[src/rtl/adder_if.sv]
`default_nettype none
// ============================================================================
// Module      : adder_if
// Description : Operand/result bundle for the adder.
//               master : drives a_i, b_i, carryin_i; receives the sum.
//               slave  : the adder itself.
//   a_i        DATAWIDTH  operand A
//   b_i        DATAWIDTH  operand B
//   carryin_i  1          carry-in, weight 1
//   result_o   DATAWIDTH  sum bits [DATAWIDTH-1:0]
//   carryout_o 1          carry out of the MSB
//   overflow_o 1          signed overflow flag
// Revision    : 1.0  initial release
// ============================================================================
interface adder_if #(
  parameter int DATAWIDTH = 8
);
  logic [DATAWIDTH-1:0] a_i;
  logic [DATAWIDTH-1:0] b_i;
  logic                 carryin_i;
  logic [DATAWIDTH-1:0] result_o;
  logic                 carryout_o;
  logic                 overflow_o;

  modport master (
    output a_i,
    output b_i,
    output carryin_i,
    input  result_o,
    input  carryout_o,
    input  overflow_o
  );

  modport slave (
    input  a_i,
    input  b_i,
    input  carryin_i,
    output result_o,
    output carryout_o,
    output overflow_o
  );
endinterface
`default_nettype wire

[src/rtl/adder.sv]
`default_nettype none
// ============================================================================
// Module      : adder
// Description : result = a + b + cin with carry-out and signed overflow.
//               PIPELINE=0 : outputs are a pure combinational function of the
//                            operands; clk_i/rst_ni are ignored.
//               PIPELINE=1 : outputs registered on the rising clk_i edge,
//                            cleared asynchronously while rst_ni is low.
//   clk_i   in  1       clock (registered build only)
//   rst_ni  in  1       asynchronous active-low reset (registered build only)
//   bus     slave       operands in, result/carryout/overflow out
// Revision    : 1.0  initial release
// ============================================================================
module adder #(
  parameter int DATAWIDTH = 8,
  parameter int PIPELINE  = 0
) (
  input  wire logic clk_i,
  input  wire logic rst_ni,
  adder_if.slave    bus
);

  localparam int c_msb = DATAWIDTH - 1;

  // One bit wider than the operands so the carry is never truncated away.
  logic [DATAWIDTH:0] w_sum;
  logic               w_overflow;

  assign w_sum = {1'b0, bus.a_i} + {1'b0, bus.b_i}
               + {{DATAWIDTH{1'b0}}, bus.carryin_i};

  // Operands agree in sign but the truncated result does not.
  assign w_overflow = (bus.a_i[c_msb] == bus.b_i[c_msb])
                   && (w_sum[c_msb] != bus.a_i[c_msb]);

  generate
    if (PIPELINE == 0) begin : g_comb
      // Clock and reset have no role in the combinational build.
      logic w_unused_clk_rst;
      assign w_unused_clk_rst = &{1'b0, clk_i, rst_ni};

      assign bus.result_o   = w_sum[c_msb:0];
      assign bus.carryout_o = w_sum[DATAWIDTH];
      assign bus.overflow_o = w_overflow;
    end else begin : g_pipe
      logic [DATAWIDTH-1:0] r_result;
      logic                 r_carryout;
      logic                 r_overflow;

      always_ff @(posedge clk_i or negedge rst_ni) begin
        if (!rst_ni) begin
          r_result   <= '0;
          r_carryout <= 1'b0;
          r_overflow <= 1'b0;
        end else begin
          r_result   <= w_sum[c_msb:0];
          r_carryout <= w_sum[DATAWIDTH];
          r_overflow <= w_overflow;
        end
      end

      assign bus.result_o   = r_result;
      assign bus.carryout_o = r_carryout;
      assign bus.overflow_o = r_overflow;
    end
  endgenerate

endmodule
`default_nettype wire

[src/flat_wrapper.sv]
// flat-port wrapper written by rule: the top's interface ports become plain ports
module adder_flat 
#(
  parameter int DATAWIDTH = 8,
  parameter int PIPELINE  = 0
)
  (clk_i, rst_ni, bus_a_i, bus_b_i, bus_carryin_i, bus_result_o, bus_carryout_o, bus_overflow_o);
  adder_if #(.DATAWIDTH(DATAWIDTH)) bus_i ();
  input  wire logic clk_i;
  input  wire logic rst_ni;
  input wire logic [$bits(bus_i.a_i)-1:0] bus_a_i;
  input wire logic [$bits(bus_i.b_i)-1:0] bus_b_i;
  input wire logic [$bits(bus_i.carryin_i)-1:0] bus_carryin_i;
  output wire logic [$bits(bus_i.result_o)-1:0] bus_result_o;
  output wire logic [$bits(bus_i.carryout_o)-1:0] bus_carryout_o;
  output wire logic [$bits(bus_i.overflow_o)-1:0] bus_overflow_o;
  assign bus_i.a_i = bus_a_i;
  assign bus_i.b_i = bus_b_i;
  assign bus_i.carryin_i = bus_carryin_i;
  assign bus_result_o = bus_i.result_o;
  assign bus_carryout_o = bus_i.carryout_o;
  assign bus_overflow_o = bus_i.overflow_o;
  adder #(.DATAWIDTH(DATAWIDTH), .PIPELINE(PIPELINE)) u_core (.clk_i(clk_i), .rst_ni(rst_ni), .bus(bus_i));
endmodule
[config.mk]
export PLATFORM = sky130hd
export DESIGN_NAME = adder_flat
export DESIGN_NICKNAME = d
export VERILOG_FILES = /design/src/rtl/adder_if.sv /design/src/rtl/adder.sv /design/src/flat_wrapper.sv
export SDC_FILE = /design/constraint.sdc
export NUM_CORES = 1
export LEC_CHECK = 0
export CORE_AREA = 2 2 39 41
export DETAILED_ROUTE_END_ITERATION = 12
export DIE_AREA = 0 0 41 43
export GPL_ROUTABILITY_DRIVEN = 1
export GPL_TIMING_DRIVEN = 0
export MAX_ROUTING_LAYER = met4
export PLACE_DENSITY = 0.66
export SETUP_SLACK_MARGIN = 0.05
export SLEW_MARGIN = 20
export SYNTH_ARGS = -nofsm -noshare
export SYNTH_HDL_FRONTEND = slang
export SYNTH_SLANG_ARGS = --single-unit
[constraint.sdc]
create_clock -name vclk -period 3.9
set_input_delay 0.78 -clock vclk [all_inputs]
set_output_delay 0.78 -clock vclk [all_outputs]
set_load 0.02 [all_outputs]
==> flow_summary_export.csv, run 1 <==
group,metric,value,unit
routing,drtIter0Drc,1,
placement,gp_congestion,0.786,
sta,finalHoldViolations,0,
die,die_w,41,um
setup_path,end_kind,"output pin",
die,rows,14,
pwr,seq_power_share,0,%
setup_path,crit_slowest_cell,"clkdlybuf4s50_1",
pwr,p_sw_share,48.8,%
sta,worst_slew_pin_slew,0.251,ns
sta,setup_ws,0.212,ns
layout,final_area,628,um2
sta,relSlewSlack,83.1,%
clocking,cts_resized,7,
synthesis,syn_nets,70,
grt,grt_max_degree,6,
synthesis,synthesis.area,337,um2
grt,grt_pass1_vias,347,
pwr,p_total,0.129,mW
setup_path,path_class,"in -> out",
synthesis,ys_seq_area_share,0,%
layout,syn2layout_area_growth,86.6,%
pwr,irDropWorstVdd,0.0845,mV
status,outcome,"completed",
die,die_y,43,um
pwr,power.density,205,nW/um2
layout,fillers,146,
sta,period_share,94.6,%
sta,finalCriticalPeriod,3.69,ns
synthesis,synth_cell_types,19,
setup_path,cp.arrival,2.91,ns
layout,antenna_cells,0,
routing,ant_nets,0,
die,fp.coreArea,1380,um2
synthesis,synth_area_per_cell,8.01,um2
pwr,clkPwrFrac,0,%
routing,num_vias,395,
layout,nFlopsAndLatches,0,
grt,antenna_found_initial,0,
hold_path,hp-start,"bus_a_i[6]",
pwr,p_leak,0.270,nW
die,initial_core_util,24.3,%
clocking,cts_setup_buffers,0,
placement,postPlaceCellArea,627,um2
sta,hold_ws,2.39,ns
setup_path,cp_cell_sequence,"clkdlybuf4s50_1 > fa_2 > fa_2 > a21oi_2 > o21ai_1 > nor3_1 > o31ai_1 > dlygate4sd2_1",
setup_path,path_max_fanout,3,
layout,drive_above_1_share,8.70,%
die,ios,29,
pwr,intPower,0.0658,mW
placement,place_ws,-0.341,ns
sta,fmax,271,MHz
setup_path,max_stage_delay,0.44,ns
grt,grt_overflow_total,0,
flow_run,drv_cap,0,
layout,finalNetCount,99,
sta,rsz0062_at_grt,"no",
setup_path,cp_common_cell,"fa_2",
routing,drc,0,
layout,regArea,0,um2
pwr,combPwrFrac,100.0,%
grt,grt_pass1_wl,1.32,mm
die,dieArea,1760,um2
synthesis,yosys_warnings,0,
placement,io_buffers,27,
hold_path,whs_endpoint,"bus_result_o[6]",
hold_path,hold_depth,4,
hold_path,hp-class,"in -> out",
sta,drv_slew,0,
routing,via_per_inst,4.65,
layout,nClkBuffers,0,
routing,post_drt_wl_per_cell,9.69,um
clocking,hold_buffers,0,
setup_path,worstPathRequired,3.12,ns
pwr,p_sw,0.0628,mW
setup_path,start_kind,"input pin",
synthesis,synth_cells,42,
sta,finalSetupViolCount,0,
routing,firstDrtPassIters,2,
routing,routed_wl,824,um
grt,track_usage,10.0,%
-- metal layers --
layer / vias up / wire [um] / global-route usage [%]
met4: 0 / 0 / 0
met3: 0 / 66 / 0
met1: 171 / 344 / 14.0
li1: 211 / - / -
met2: 13 / 414 / 16.9
met5: - / 0 / -
-- Yosys cell counts --
master | n | area share [%]
a211oi_1 | 1 | 2.2
xor2_1 | 1 | 2.6
o21ai_1 | 3 | 4.5
or3_1 | 1 | 1.9
nor3_1 | 3 | 4.5
ha_1 | 7 | 26
xnor2_1 | 4 | 10
o31ai_1 | 1 | 2.2
nor2b_1 | 2 | 3.7
inv_1 | 2 | 2.2
o21bai_2 | 1 | 3.3
a21oi_1 | 5 | 7.4
nor2_1 | 3 | 3.3
a21o_1 | 1 | 2.2
o22ai_2 | 1 | 3.7
nand2_1 | 2 | 2.2
mux2_1 | 1 | 3.3
fa_1 | 2 | 12
o211ai_1 | 1 | 2.2
-- critical path, delay by kind of cell --
kind	cells	cell delay [ns]
AOI/OAI and AO/OA	3	0.41
adders and majority gates	2	0.80
buffers and inverters	2	0.76
and+or+nand+nor	1	0.16
-- cells by family (layout without fill, tap and decap cells) --
family                     count (synthesis)  in the layout  synth area share [%]
xor gates and xnor gates                   5              5                  13.0
buffers and inverters                      2             29                  2.23
adders and majority gates                  9              9                  37.9
and+or+nand+nor                           11             11                  15.6
muxes                                      1              1                  3.35
AOI/OAI and AO/OA                         14             14                  27.9
-- metrics by stage --
stage                     std cells  TNS, ns  util, %
after floorplan                  42        0        -
after global placement           85   -0.678     45.3
after detailed placement         85   -0.697     45.3
after CTS                        85        0     45.2
after global routing             85        0     45.4
final                            85        0     45.4
-- power groups by stage --
stage	sequential [mW]	clock [mW]	combinational (mW)
global placement	0	0	0.135
floorplan	0	0	0.0755
finish	0	0	0.129
global route	0	0	0.140
detailed placement	0	0	0.136
CTS	0	0	0.131
-- cell usage in the layout, fill, tap and decap left out, drive strengths merged --
cell	instances
dlymetal6s2s	1
inv	2
o31ai	1
o21ai	3
clkdlybuf4s50	21
mux2	1
o21bai	1
fa	2
ha	7
or3	1
xnor2	4
nand2	2
nor3	3
nor2b	2
dlygate4sd2	4
xor2	1
a21oi	5
a211oi	1
nor2	3
o211ai	1
o22ai	1
clkbuf	1
a21o	1
-- cell type report --
type | instances | area (um2) | share of cell area [%]
Timing Repair Buffer | 27 | 263 | 41.8
Tap cell | 16 | 20.0 | 3.19
Inverter | 2 | 7.51 | 1.20
Multi-Input combinational cell | 40 | 338 | 53.8
-- worst max path at each step --
stage                  startpoint               to  slack, ns  depth (start not counted)
finish              bus_carryin_i   bus_carryout_o       0.21                          8
global route        bus_carryin_i   bus_carryout_o       0.11                          8
CTS                 bus_carryin_i  bus_result_o[6]      0.007                          8
detailed placement  bus_carryin_i  bus_result_o[6]      -0.34                          8
global placement    bus_carryin_i  bus_result_o[6]      -0.33                          8
floorplan           bus_carryin_i  bus_result_o[6]       0.72                          6
Power figures use the tool's default switching activity.
==> run 2, diff against run 1 <==
--- a/config.mk
+++ b/config.mk
@@ -13,7 +13,8 @@
 export MAX_ROUTING_LAYER = met4
 export PLACE_DENSITY = 0.66
 export SETUP_SLACK_MARGIN = 0.05
-export SLEW_MARGIN = 20
+export SKIP_LAST_GASP = 1
+export SLEW_MARGIN = 15
 export SYNTH_ARGS = -nofsm -noshare
 export SYNTH_HDL_FRONTEND = slang
 export SYNTH_SLANG_ARGS = --single-unit
==> constraint.sdc (replaced) <==
create_clock -name vclk -period 3.9
set_input_delay 1.17 -clock vclk [all_inputs]
set_output_delay 1.17 -clock vclk [all_outputs]
set_load 0.02 [all_outputs]
==> run 2 against run 1 <==
The run now ends with setup timing left. Clock-buffer cell count unchanged. Via count up 15%. Combinational power up 21%. Critical path type unchanged. Largest cell class unchanged.
==> flow_summary_export.csv, run 2 (synthesized netlist as in run 1, its figures left out) <==
group,metric,value,unit
routing,post_drt_wl_per_cell,10.5,um
setup_path,path_depth,8,
sta,finalHoldViolations,0,
setup_path,worst_path_dominant_cell_family,"adder cells",
status,violations,"setup timing",
layout,finalNetCount,108,
setup_path,path_max_fanout,3,
grt,track_usage,13.0,%
sta,period_share,102,%
sta,drv_slew,0,
setup_path,start_kind,"input pin",
die,die_w,41,um
pwr,irDropWorstVdd,0.0830,mV
layout,nFlopsAndLatches,0,
setup_path,crit_slowest_cell,"fa_2",
sta,setup_ws,-0.0609,ns
sta,relSlewSlack,85.8,%
routing,drtIter0Drc,1,
routing,firstDrtPassIters,3,
setup_path,cp.arrival,2.79,ns
flow_run,drv_cap,0,
setup_path,startpoint,"bus_a_i[0]",
setup_path,max_stage_delay,0.39,ns
sta,fmax,252,MHz
routing,drc,0,
setup_path,path_class,"in -> out",
setup_path,end_kind,"output pin",
placement,place_ws,-1.01,ns
die,dieArea,1760,um2
sta,setup-tns-final,-0.117,ns
sta,rsz0062_at_grt,"yes",
layout,syn2layout_area_growth,130,%
setup_path,worstPathBufferInverterCount,2,
hold_path,hp-class,"in -> out",
placement,dp_hpwl,683,um
layout,final_common_cell,"buf_4",
grt,grt_pass1_wl,1.66,mm
layout,nClkBuffers,0,
setup_path,cp_cell_sequence,"buf_6 > fa_2 > fa_2 > a21oi_4 > o211ai_1 > a21oi_2 > xnor2_2 > buf_4",
layout,drive_above_1_share,48.7,%
grt,grt_max_degree,6,
layout,antenna_cells,0,
die,die_y,43,um
die,ios,29,
die,rows,14,
routing,routed_wl,988,um
grt,grt_overflow_total,0,
layout,regArea,0,um2
layout,layout_common_cells,"buf_4, dlygate4sd2_1, ha_4",
sta,finalSetupViolCount,2,
grt,grt_pass1_vias,399,
setup_path,worstPathRequired,2.73,ns
pwr,power.density,202,nW/um2
placement,gp_congestion,0.714,
routing,num_vias,455,
routing,via_per_inst,4.84,
routing,ant_nets,0,
placement,postPlaceCellArea,644,um2
pwr,p_leak,0.349,nW
placement,dpl.cell_count,85,
setup_path,cp-endpoint,"bus_result_o[6]",
sta,worst_slew_pin_slew,0.211,ns
grt,antenna_found_initial,0,
setup_path,cp_common_cell,"fa_2",
status,outcome,"finished, violations left",
layout,finalNonFillerCells,94,
die,initial_core_util,24.3,%
placement,io_buffers,27,
sta,finalCriticalPeriod,3.96,ns
die,fp.coreArea,1380,um2
layout,final_area,773,um2
## run 2: changes by cell type in the layout (fill, tap and decap cells not counted), sizes merged
cell           before  now
buf                 0   18
clkdlybuf4s50      21    4
dlygate4sd2         4   12
## run 2: per-stage QoR
step | hold WS (ns) | power, mW | utilization, %
2_1_floorplan | 2.59 | 0.0801 | -
3_3_place_gp | 3.55 | 0.139 | 46.6
3_5_place_dp | 3.56 | 0.139 | 46.6
4_1_cts | 2.93 | 0.146 | 53.4
5_1_grt | 2.95 | 0.170 | 55.9
6_report | 2.91 | 0.156 | 55.9
## run 2: timing repair
action | CTS | global route
gates resized for setup | 68 | 11
pin swaps | 15 | 6
setup buffers | 8 | 1
hold buffers | 0 | 0
hold endpoints to repair | 0 | 0
endpoints found under the setup margin | 10 | 7
## run 2: layer usage
layer  share of wire, %  track usage [%]
met5                  0                -
met4                  0                0
met3                7.5            0.524
met2                 55             23.4
met1                 37             16.2
## run 2: tightest hold or removal path, cell delays in order
cell	delay (ns)
dlymetal6s2s_1	0.14
ha_4	0.15
nor3_1	0.04
nor2_1	0.10
buf_4	0.15
## run 2: worst min path at each step
stage	startpoint	to	slack [ns]	cells past startpoint
2_1_floorplan	bus_a_i[1]	bus_result_o[1]	2.59	1
3_3_place_gp	bus_a_i[0]	bus_result_o[0]	3.55	3
3_5_place_dp	bus_a_i[0]	bus_result_o[0]	3.56	3
4_1_cts	bus_b_i[6]	bus_result_o[6]	2.93	4
5_1_grt	bus_a_i[3]	bus_result_o[4]	2.95	5
6_report	bus_a_i[3]	bus_result_o[4]	2.91	5
## run 2: area by class of cell
type               count  area (um2)
multi-input cells     40         448
repair buffers        36         298
fillers              134         611
inverters              2        7.51
well taps             16        20.0
## run 2: report_power, final
group	leakage [nW]	internal (mW)	switching, mW	total [mW]
logic	0.349	0.0815	0.0746	0.156
clock network	0	0	0	0
registers	0	0	0	0
